### config.mk
export PLATFORM = sky130hd
export DESIGN_NAME = regfile_wb_arbiter_flat
export DESIGN_NICKNAME = d
export VERILOG_FILES = /design/src/rtl/regfile_wb_arbiter_if.sv /design/src/rtl/regfile_wb_arbiter.sv /design/src/flat_wrapper.sv
export SDC_FILE = /design/constraint.sdc
export NUM_CORES = 1
export LEC_CHECK = 0
export CORE_MARGIN = 2
export CORE_UTILIZATION = 39
export DETAILED_ROUTE_END_ITERATION = 10
export GPL_ROUTABILITY_DRIVEN = 0
export PLACE_DENSITY = 0.84
export SLEW_MARGIN = 20
export SYNTH_ARGS = -nofsm -noshare
export SYNTH_HDL_FRONTEND = slang
export SYNTH_SLANG_ARGS = --single-unit
### constraint.sdc
create_clock -name clk -period 3 [get_ports clk]
set_clock_uncertainty 0.2 [all_clocks]
set_input_delay 0.6 -clock clk [delete_from_list [all_inputs] [get_ports clk]]
set_output_delay 0.6 -clock clk [all_outputs]
set_load 0.01 [all_outputs]
### src/rtl/regfile_wb_arbiter_if.sv
// regfile_wb_arbiter_if: bundles the writeback requests, issue/decode queries and register-file write port
// master: drives ALU/LSU requests, issue and source queries; slave: returns readies, busy flags, write port, forwards
interface regfile_wb_arbiter_if;
  logic        alu_valid, alu_ready;
  logic [4:0]  alu_rd;
  logic [31:0] alu_data;
  logic        lsu_valid, lsu_ready;
  logic [4:0]  lsu_rd;
  logic [31:0] lsu_data;
  logic        issue_valid, issue_ready;
  logic [4:0]  issue_rd;
  logic [4:0]  Rs1, Rs2;
  logic        rs1_busy, rs2_busy;
  logic        RegWrite;
  logic [4:0]  Rd;
  logic [31:0] Write_data;
  logic        fwd1_valid, fwd2_valid;
  logic [31:0] fwd1_data, fwd2_data;
  modport master (
    output alu_valid, alu_rd, alu_data, lsu_valid, lsu_rd, lsu_data, issue_valid, issue_rd, Rs1, Rs2,
    input  alu_ready, lsu_ready, issue_ready, rs1_busy, rs2_busy, RegWrite, Rd, Write_data,
           fwd1_valid, fwd2_valid, fwd1_data, fwd2_data
  );
  modport slave (
    input  alu_valid, alu_rd, alu_data, lsu_valid, lsu_rd, lsu_data, issue_valid, issue_rd, Rs1, Rs2,
    output alu_ready, lsu_ready, issue_ready, rs1_busy, rs2_busy, RegWrite, Rd, Write_data,
           fwd1_valid, fwd2_valid, fwd1_data, fwd2_data
  );
endinterface

### src/rtl/regfile_wb_arbiter.sv
// regfile_wb_arbiter: shares the register-file write port between ALU and LSU and tracks pending writes
// Ports: clk, reset (sync, active-high); bus (slave) carries ALU/LSU requests + readies, issue handshake,
// Rs1/Rs2 busy queries, registered RegWrite/Rd/Write_data and optional forwards.
// Define WB_FWD_EN to forward the write-cycle data to decode; otherwise fwd* outputs are tied 0.
module regfile_wb_arbiter #(
  parameter int STARVE_LIMIT = 4,
  parameter int CNT_W = 4
) (
  input logic clk,
  input logic reset,
  regfile_wb_arbiter_if.slave bus
);
  logic [31:0] busy_q, busy_d, set_m, clr_m;
  logic [CNT_W-1:0] starve_cnt_q, starve_cnt_d;
  logic regwrite_q, regwrite_d;
  logic [4:0] rd_q, rd_d;
  logic [31:0] wdata_q, wdata_d;
  logic alu_req, lsu_req, alu_gnt, lsu_gnt, starved, issue_ok, fwd1_hit, fwd2_hit;
  always_comb begin
    alu_req = bus.alu_valid & (bus.alu_rd != 5'd0);
    lsu_req = bus.lsu_valid & (bus.lsu_rd != 5'd0);
    starved = starve_cnt_q == CNT_W'(STARVE_LIMIT);
    alu_gnt = alu_req & (!lsu_req | starved);
    lsu_gnt = lsu_req & !alu_gnt;
    starve_cnt_d = (alu_req & !alu_gnt) ? (starved ? starve_cnt_q : starve_cnt_q + CNT_W'(1)) : '0;
    regwrite_d = alu_gnt | lsu_gnt;
    rd_d = alu_gnt ? bus.alu_rd : lsu_gnt ? bus.lsu_rd : rd_q;
    wdata_d = alu_gnt ? bus.alu_data : lsu_gnt ? bus.lsu_data : wdata_q;
    // a register being written this cycle is about to go free, so a new issue to it may proceed
    issue_ok = !busy_q[bus.issue_rd] | (regwrite_q & (rd_q == bus.issue_rd)) | (bus.issue_rd == 5'd0);
    clr_m = regwrite_q ? 32'd1 << rd_q : '0;
    set_m = (bus.issue_valid & issue_ok) ? 32'd1 << bus.issue_rd : '0;
    // set applied after clear so a same-cycle issue keeps the entry busy; x0 never pends
    busy_d = ((busy_q & ~clr_m) | set_m) & ~32'd1;
  end
  always_ff @(posedge clk) begin
    if (reset) begin
      busy_q <= '0;
      starve_cnt_q <= '0;
      regwrite_q <= 1'b0;
      rd_q <= '0;
      wdata_q <= '0;
    end else begin
      busy_q <= busy_d;
      starve_cnt_q <= starve_cnt_d;
      regwrite_q <= regwrite_d;
      rd_q <= rd_d;
      wdata_q <= wdata_d;
    end
  end
`ifdef WB_FWD_EN
  assign fwd1_hit = regwrite_q & (rd_q != 5'd0) & (rd_q == bus.Rs1);
  assign fwd2_hit = regwrite_q & (rd_q != 5'd0) & (rd_q == bus.Rs2);
  assign bus.fwd1_data = fwd1_hit ? wdata_q : '0;
  assign bus.fwd2_data = fwd2_hit ? wdata_q : '0;
`else
  assign fwd1_hit = 1'b0;
  assign fwd2_hit = 1'b0;
  assign bus.fwd1_data = '0;
  assign bus.fwd2_data = '0;
`endif
  assign bus.fwd1_valid = fwd1_hit;
  assign bus.fwd2_valid = fwd2_hit;
  // x0 requests are acknowledged without arbitrating; nothing is accepted while in reset
  assign bus.alu_ready = !reset & (alu_gnt | (bus.alu_valid & (bus.alu_rd == 5'd0)));
  assign bus.lsu_ready = !reset & (lsu_gnt | (bus.lsu_valid & (bus.lsu_rd == 5'd0)));
  assign bus.issue_ready = issue_ok;
  assign bus.rs1_busy = busy_q[bus.Rs1] & !fwd1_hit;
  assign bus.rs2_busy = busy_q[bus.Rs2] & !fwd2_hit;
  assign bus.RegWrite = regwrite_q;
  assign bus.Rd = rd_q;
  assign bus.Write_data = wdata_q;
endmodule
### src/flat_wrapper.sv
// flat-port wrapper written by rule: the top's interface ports become plain ports
module regfile_wb_arbiter_flat 
#(
  parameter int STARVE_LIMIT = 4,
  parameter int CNT_W = 4
)
  (clk, reset, bus_alu_valid, bus_alu_rd, bus_alu_data, bus_lsu_valid, bus_lsu_rd, bus_lsu_data, bus_issue_valid, bus_issue_rd, bus_Rs1, bus_Rs2, bus_alu_ready, bus_lsu_ready, bus_issue_ready, bus_rs1_busy, bus_rs2_busy, bus_RegWrite, bus_Rd, bus_Write_data, bus_fwd1_valid, bus_fwd2_valid, bus_fwd1_data, bus_fwd2_data);
  regfile_wb_arbiter_if bus_i ();
  input logic clk;
  input logic reset;
  input wire logic [$bits(bus_i.alu_valid)-1:0] bus_alu_valid;
  input wire logic [$bits(bus_i.alu_rd)-1:0] bus_alu_rd;
  input wire logic [$bits(bus_i.alu_data)-1:0] bus_alu_data;
  input wire logic [$bits(bus_i.lsu_valid)-1:0] bus_lsu_valid;
  input wire logic [$bits(bus_i.lsu_rd)-1:0] bus_lsu_rd;
  input wire logic [$bits(bus_i.lsu_data)-1:0] bus_lsu_data;
  input wire logic [$bits(bus_i.issue_valid)-1:0] bus_issue_valid;
  input wire logic [$bits(bus_i.issue_rd)-1:0] bus_issue_rd;
  input wire logic [$bits(bus_i.Rs1)-1:0] bus_Rs1;
  input wire logic [$bits(bus_i.Rs2)-1:0] bus_Rs2;
  output wire logic [$bits(bus_i.alu_ready)-1:0] bus_alu_ready;
  output wire logic [$bits(bus_i.lsu_ready)-1:0] bus_lsu_ready;
  output wire logic [$bits(bus_i.issue_ready)-1:0] bus_issue_ready;
  output wire logic [$bits(bus_i.rs1_busy)-1:0] bus_rs1_busy;
  output wire logic [$bits(bus_i.rs2_busy)-1:0] bus_rs2_busy;
  output wire logic [$bits(bus_i.RegWrite)-1:0] bus_RegWrite;
  output wire logic [$bits(bus_i.Rd)-1:0] bus_Rd;
  output wire logic [$bits(bus_i.Write_data)-1:0] bus_Write_data;
  output wire logic [$bits(bus_i.fwd1_valid)-1:0] bus_fwd1_valid;
  output wire logic [$bits(bus_i.fwd2_valid)-1:0] bus_fwd2_valid;
  output wire logic [$bits(bus_i.fwd1_data)-1:0] bus_fwd1_data;
  output wire logic [$bits(bus_i.fwd2_data)-1:0] bus_fwd2_data;
  assign bus_i.alu_valid = bus_alu_valid;
  assign bus_i.alu_rd = bus_alu_rd;
  assign bus_i.alu_data = bus_alu_data;
  assign bus_i.lsu_valid = bus_lsu_valid;
  assign bus_i.lsu_rd = bus_lsu_rd;
  assign bus_i.lsu_data = bus_lsu_data;
  assign bus_i.issue_valid = bus_issue_valid;
  assign bus_i.issue_rd = bus_issue_rd;
  assign bus_i.Rs1 = bus_Rs1;
  assign bus_i.Rs2 = bus_Rs2;
  assign bus_alu_ready = bus_i.alu_ready;
  assign bus_lsu_ready = bus_i.lsu_ready;
  assign bus_issue_ready = bus_i.issue_ready;
  assign bus_rs1_busy = bus_i.rs1_busy;
  assign bus_rs2_busy = bus_i.rs2_busy;
  assign bus_RegWrite = bus_i.RegWrite;
  assign bus_Rd = bus_i.Rd;
  assign bus_Write_data = bus_i.Write_data;
  assign bus_fwd1_valid = bus_i.fwd1_valid;
  assign bus_fwd2_valid = bus_i.fwd2_valid;
  assign bus_fwd1_data = bus_i.fwd1_data;
  assign bus_fwd2_data = bus_i.fwd2_data;
  regfile_wb_arbiter #(.STARVE_LIMIT(STARVE_LIMIT), .CNT_W(CNT_W)) u_core (.clk(clk), .reset(reset), .bus(bus_i));
endmodule
Yosys cells after proc, flatten, opt, wreduce, memory -nomap -nowiden
Cells that the tools add are included.
{"block": "word_totals", "register_bits": 74, "input_bits": 94, "output_inout_bits": 109, "wordCells": 58}
{"block": "op_classes", "n_addsub": 1, "magnitude_cmp": 3, "n_eq_ne": 2, "n_shift": 2, "n_mux": 12, "bitwise": 21, "reduce_logical": 11}
{"cell": "$mux W32", "count": 4}
{"cell": "$shl A1 B5 Y32 const A", "count": 2}
{"cell": "$and A32 B32 Y32", "count": 1}
{"cell": "$not A32 Y32", "count": 1}
{"cell": "$or A32 B32 Y32", "count": 1}
{"cell": "$lt A5 B6 Y1 const B", "count": 3}
{"cell": "$bmux W1 S5", "count": 3}
{"cell": "$logic_not A5 Y1", "count": 3}
{"cell": "$and A1 B1 Y1", "count": 11}
{"cell": "$mux W5", "count": 2}
{"cell": "$reduce_bool A5 Y1", "count": 2}
{"cell": "$or A1 B1 Y1", "count": 6}
{"cell": "$eq A5 B5 Y1", "count": 1}
{"cell": "$add A4 B1 Y4 const B", "count": 1}
{"cell": "$eq A4 B3 Y1 const B", "count": 1}
{"cell": "$logic_not A1 Y1", "count": 4}
{"cell": "$mux W1", "count": 3}
{"cell": "$reduce_bool A2 Y1", "count": 1}
{"cell": "$reduce_or A2 Y1", "count": 1}
{"cell": "$not A1 Y1", "count": 1}

Depth between registers and ports, before layout
{"block": "depth", "word_depth": 9, "depth_mapped": 9, "ltp_nobuf": 7}

Worst setup path after synthesis
No wires, ideal clock.
{"block": "synth_timing", "path_kind": "input port to output port", "startpoint": "in bus_Rs1[0]", "endpoint": "out bus_rs1_busy", "t_arrival_ns": 2.305, "t_required_ns": 2.200, "setup_slack_ns": -0.105, "cell_stages": 4, "cell_sequence": "clkbuf_1 -> mux4_2 -> mux4_2 -> mux2_2"}
{"block": "synth_between", "elab_chain_cells": 2}
{"item": "from (decl)", "line_no": "flat_wrapper.sv:19", "source": "input wire logic [$bits(bus_i.Rs1)-1:0] bus_Rs1;"}
{"item": "$bmux W1 S5", "line_no": "regfile_wb_arbiter.sv:68", "source": "assign bus.rs1_busy = busy_q[bus.Rs1] & !fwd1_hit;"}
{"item": "$mux W1 (implied by the code)", "line_no": "regfile_wb_arbiter.sv:68"}
{"item": "to (decl)", "line_no": "flat_wrapper.sv:24", "source": "output wire logic [$bits(bus_i.rs1_busy)-1:0] bus_rs1_busy;"}
Every way passes these cells. The select of a mux whose other input is x is not followed.

Worst setup path after layout
Ends and elaborated chain as after synthesis.

==> flow_summary.json <==
{
  "grt.total_usage_pct": 22.32,
  "path_max_fanout": 5,
  "crit_type": "in2out",
  "initial_core_util_pct": 39.75,
  "grt_pass1_vias": 4483,
  "yosys-top-cells-area": "dfxtp_1 (31%), mux4_2 (11%), buf_4 (10%)",
  "drive_gt1_share_pct": 19.30,
  "min_path_type": "reg2reg",
  "wl_per_cell_microns": 17.25,
  "grt-ovfl-total": 0,
  "synthArstFlopShare_pct": 0,
  "firstDrtPassIters": 6,
  "layout_common_cells": "clkdlybuf4s50_1 (119), dfxtp_1 (73), conb_1 (66), buf_4 (50)",
  "grt_setup_unrepaired": "true",
  "max-slew-margin-rel_pct": 52.12,
  "fp.coreArea_sq_um": 11960,
  "vias": 4523,
  "die_area_sq_um": 13090,
  "antenna_found_initial": 0,
  "synth.avg_cell_area_sq_um": 9.359,
  "grt_max_degree": 41,
  "grt_pass1_wl_microns": 22690,
  "tightest_slew_ns": 0.7166,
  "portBuffers": 136,
  "use_met2_pct": 36.17,
  "cts_buffers": 9,
  "powerDensity_nw_per_um2": 390.8,
  "cts_buffer_depth": 2,
  "grt_use_met1_pct": 26.15,
  "irDropWorstVdd_uv": 248.9,
  "cp-end-kind": "primary output",
  "fp-row-count": 40,
  "synth_edf_count": 0,
  "cts_tree": "done",
  "cts_hold_buf": 0,
  "final_common_cell": "clkdlybuf4s50_1",
  "clockRootBuffer": "clkbuf_16",
  "report.final.slew_viol_count": 0,
  "yosysWarnings": 0,
  "ant_nets": 0,
  "via_per_inst": 5.443,
  "worstPathRequired_ns": 2.20,
  "synth_area_sq_um": 4755,
  "fin_crit_sh_pct": 99.52,
  "finalNetCount": 777,
  "drtIter0Drc": 227,
  "die-height_microns": 114.4,
  "h-tree-depth": 3,
  "fin_crit_ns": 2.986,
  "status": "finished clean",
  "clock_latency_ns": 0.34,
  "yosysUniqueCellTypes": 43,
  "synthFlopType": "dfxtp_1",
  "fmax_mhz": 334.9,
  "grt-busiest-layer": "met2",
  "path_clk_slew_ns": 0.05,
  "cp.arrival_ns": 2.19,
  "drc": 0,
  "setup-violations-final": 0,
  "fin_hold_ws_ns": 0.2644,
  "io_pins": 203,
  "cts_sinks": 73,
  "ys_seq_elements": 73,
  "hold_violations": 0,
  "leakage_nw": 2.782,
  "postSynthCellCount": 508,
  "tns_ns": 0,
  "synthToLayoutAreaGrowth_pct": 42.16,
  "startpoint_type": "input pin",
  "synth_seq_area_share_pct": 30.74,
  "synth_top_cell_by_area": "dfxtp_1",
  "post-dp-hpwl_microns": 11030,
  "yosys.area.top_type_share_pct": 30.74,
  "maxCapViolations": 0,
  "grt_use_met3_pct": 7.835,
  "antenna_cells": 0,
  "die_x_microns": 114.4,
  "routed_wl_microns": 14340
}
==> metrics by stage <==
stage                     util (%)  area (sq um)  std cells  setup WS, ns  power (W)
after floorplan                  -          5001        573       0.09560   0.001399
final                        56.51          6759        831       0.01442   0.002642
after CTS                    56.26          6729        829      0.001010   0.002649
after global routing         56.51          6759        831      -0.02242   0.002752
after detailed placement     53.14          6356        808       -0.8493   0.001664
after global placement       53.14          6356        808       -0.8498   0.001650
==> final timing paths <==
check | slack (ns) | cells after the start | to | startpoint
worst max-delay path | 0.01 | 6 | bus_rs1_busy | bus_Rs1[0]
worst min-delay path | 0.26 | 1 | u_core.bus.Write_data[25]$_SDFFE_PP0P_ | u_core.bus.Write_data[25]$_SDFFE_PP0P_
worst max register to register | 0.53 | 9 | u_core.bus.Rd[3]$_SDFFE_PP0P_ | u_core.starve_cnt_q[0]$_SDFFE_PP0N_
worst min register to register | 0.26 | 1 | u_core.bus.Write_data[25]$_SDFFE_PP0P_ | u_core.bus.Write_data[25]$_SDFFE_PP0P_
==> critical path, stage by stage <==
cell and delay, ns:
buf_8 0.09, buf_12 0.12, mux4_2 0.49, mux4_2 0.48
mux2_4 0.29, buf_6 0.12
==> per-layer routing <==
metal / part of all wire, % / wire, microns
met3: 11 / 1627
met5: 0 / 0
met2: 47 / 6807
met4: 4.3 / 612
met1: 37 / 5288
==> synthesized netlist by cell type, types with 5 or more instances <==
| cell type | number |
|---|---|
| buf_2 | 6 |
| buf_4 | 66 |
| clkbuf_1 | 25 |
| dfxtp_1 | 73 |
| inv_1 | 5 |
| mux2_2 | 6 |
| mux2i_1 | 39 |
| mux4_2 | 24 |
| nand2_1 | 34 |
| nand2b_1 | 6 |
| nand3_1 | 19 |
| nand3b_1 | 21 |
| nor2_1 | 23 |
| nor2b_1 | 20 |
| nor3b_1 | 8 |
| o21ai_0 | 39 |
| o2bb2ai_1 | 32 |
| o31ai_1 | 14 |
==> state kept, by name, summed over array words and instances (netlist names) <==
signal,flops
u_core.bus.Rd,5
u_core.bus.RegWrite,1
u_core.starve_cnt_q,4
u_core.busy_q,31
u_core.bus.Write_data,32
==> power breakdown <==
part,switching [W],total (W),internal (W)
sequential,0.0000325,0.00105,0.00102
combinational,0.000285,0.000619,0.000334
clock,0.000402,0.000974,0.000571
==> final cells by class <==
class / count / area (sq um)
fill: 1018 / 5202
multi-input combinational: 395 / 2929
inverter: 5 / 18.77
clock inverter: 3 / 18.77
tap: 147 / 183.9
sequential: 73 / 1461
clock buffer: 11 / 242.7
timing repair buffer: 197 / 1904
==> cells by family after synthesis <==
family | count (synthesis) | synth area share [%]
adder cells (fa/ha/maj) | 2 | 0.5262
flip-flops | 73 | 30.74
multiplexers | 69 | 21.00
XOR/XNOR | 6 | 1.105
buffers and inverters | 105 | 13.97
AND/OR/NAND/NOR | 148 | 16.79
AO/OA/AOI/OAI | 104 | 15.79
other | 1 | 0.07887
==> timing repair <==
action	CTS	global route
pin swaps	4	4
gates cloned	2	0
buffers inserted	5	3
resized for setup	62	12
setup endpoints to repair	5	4
Power figures use the tool's default switching activity.
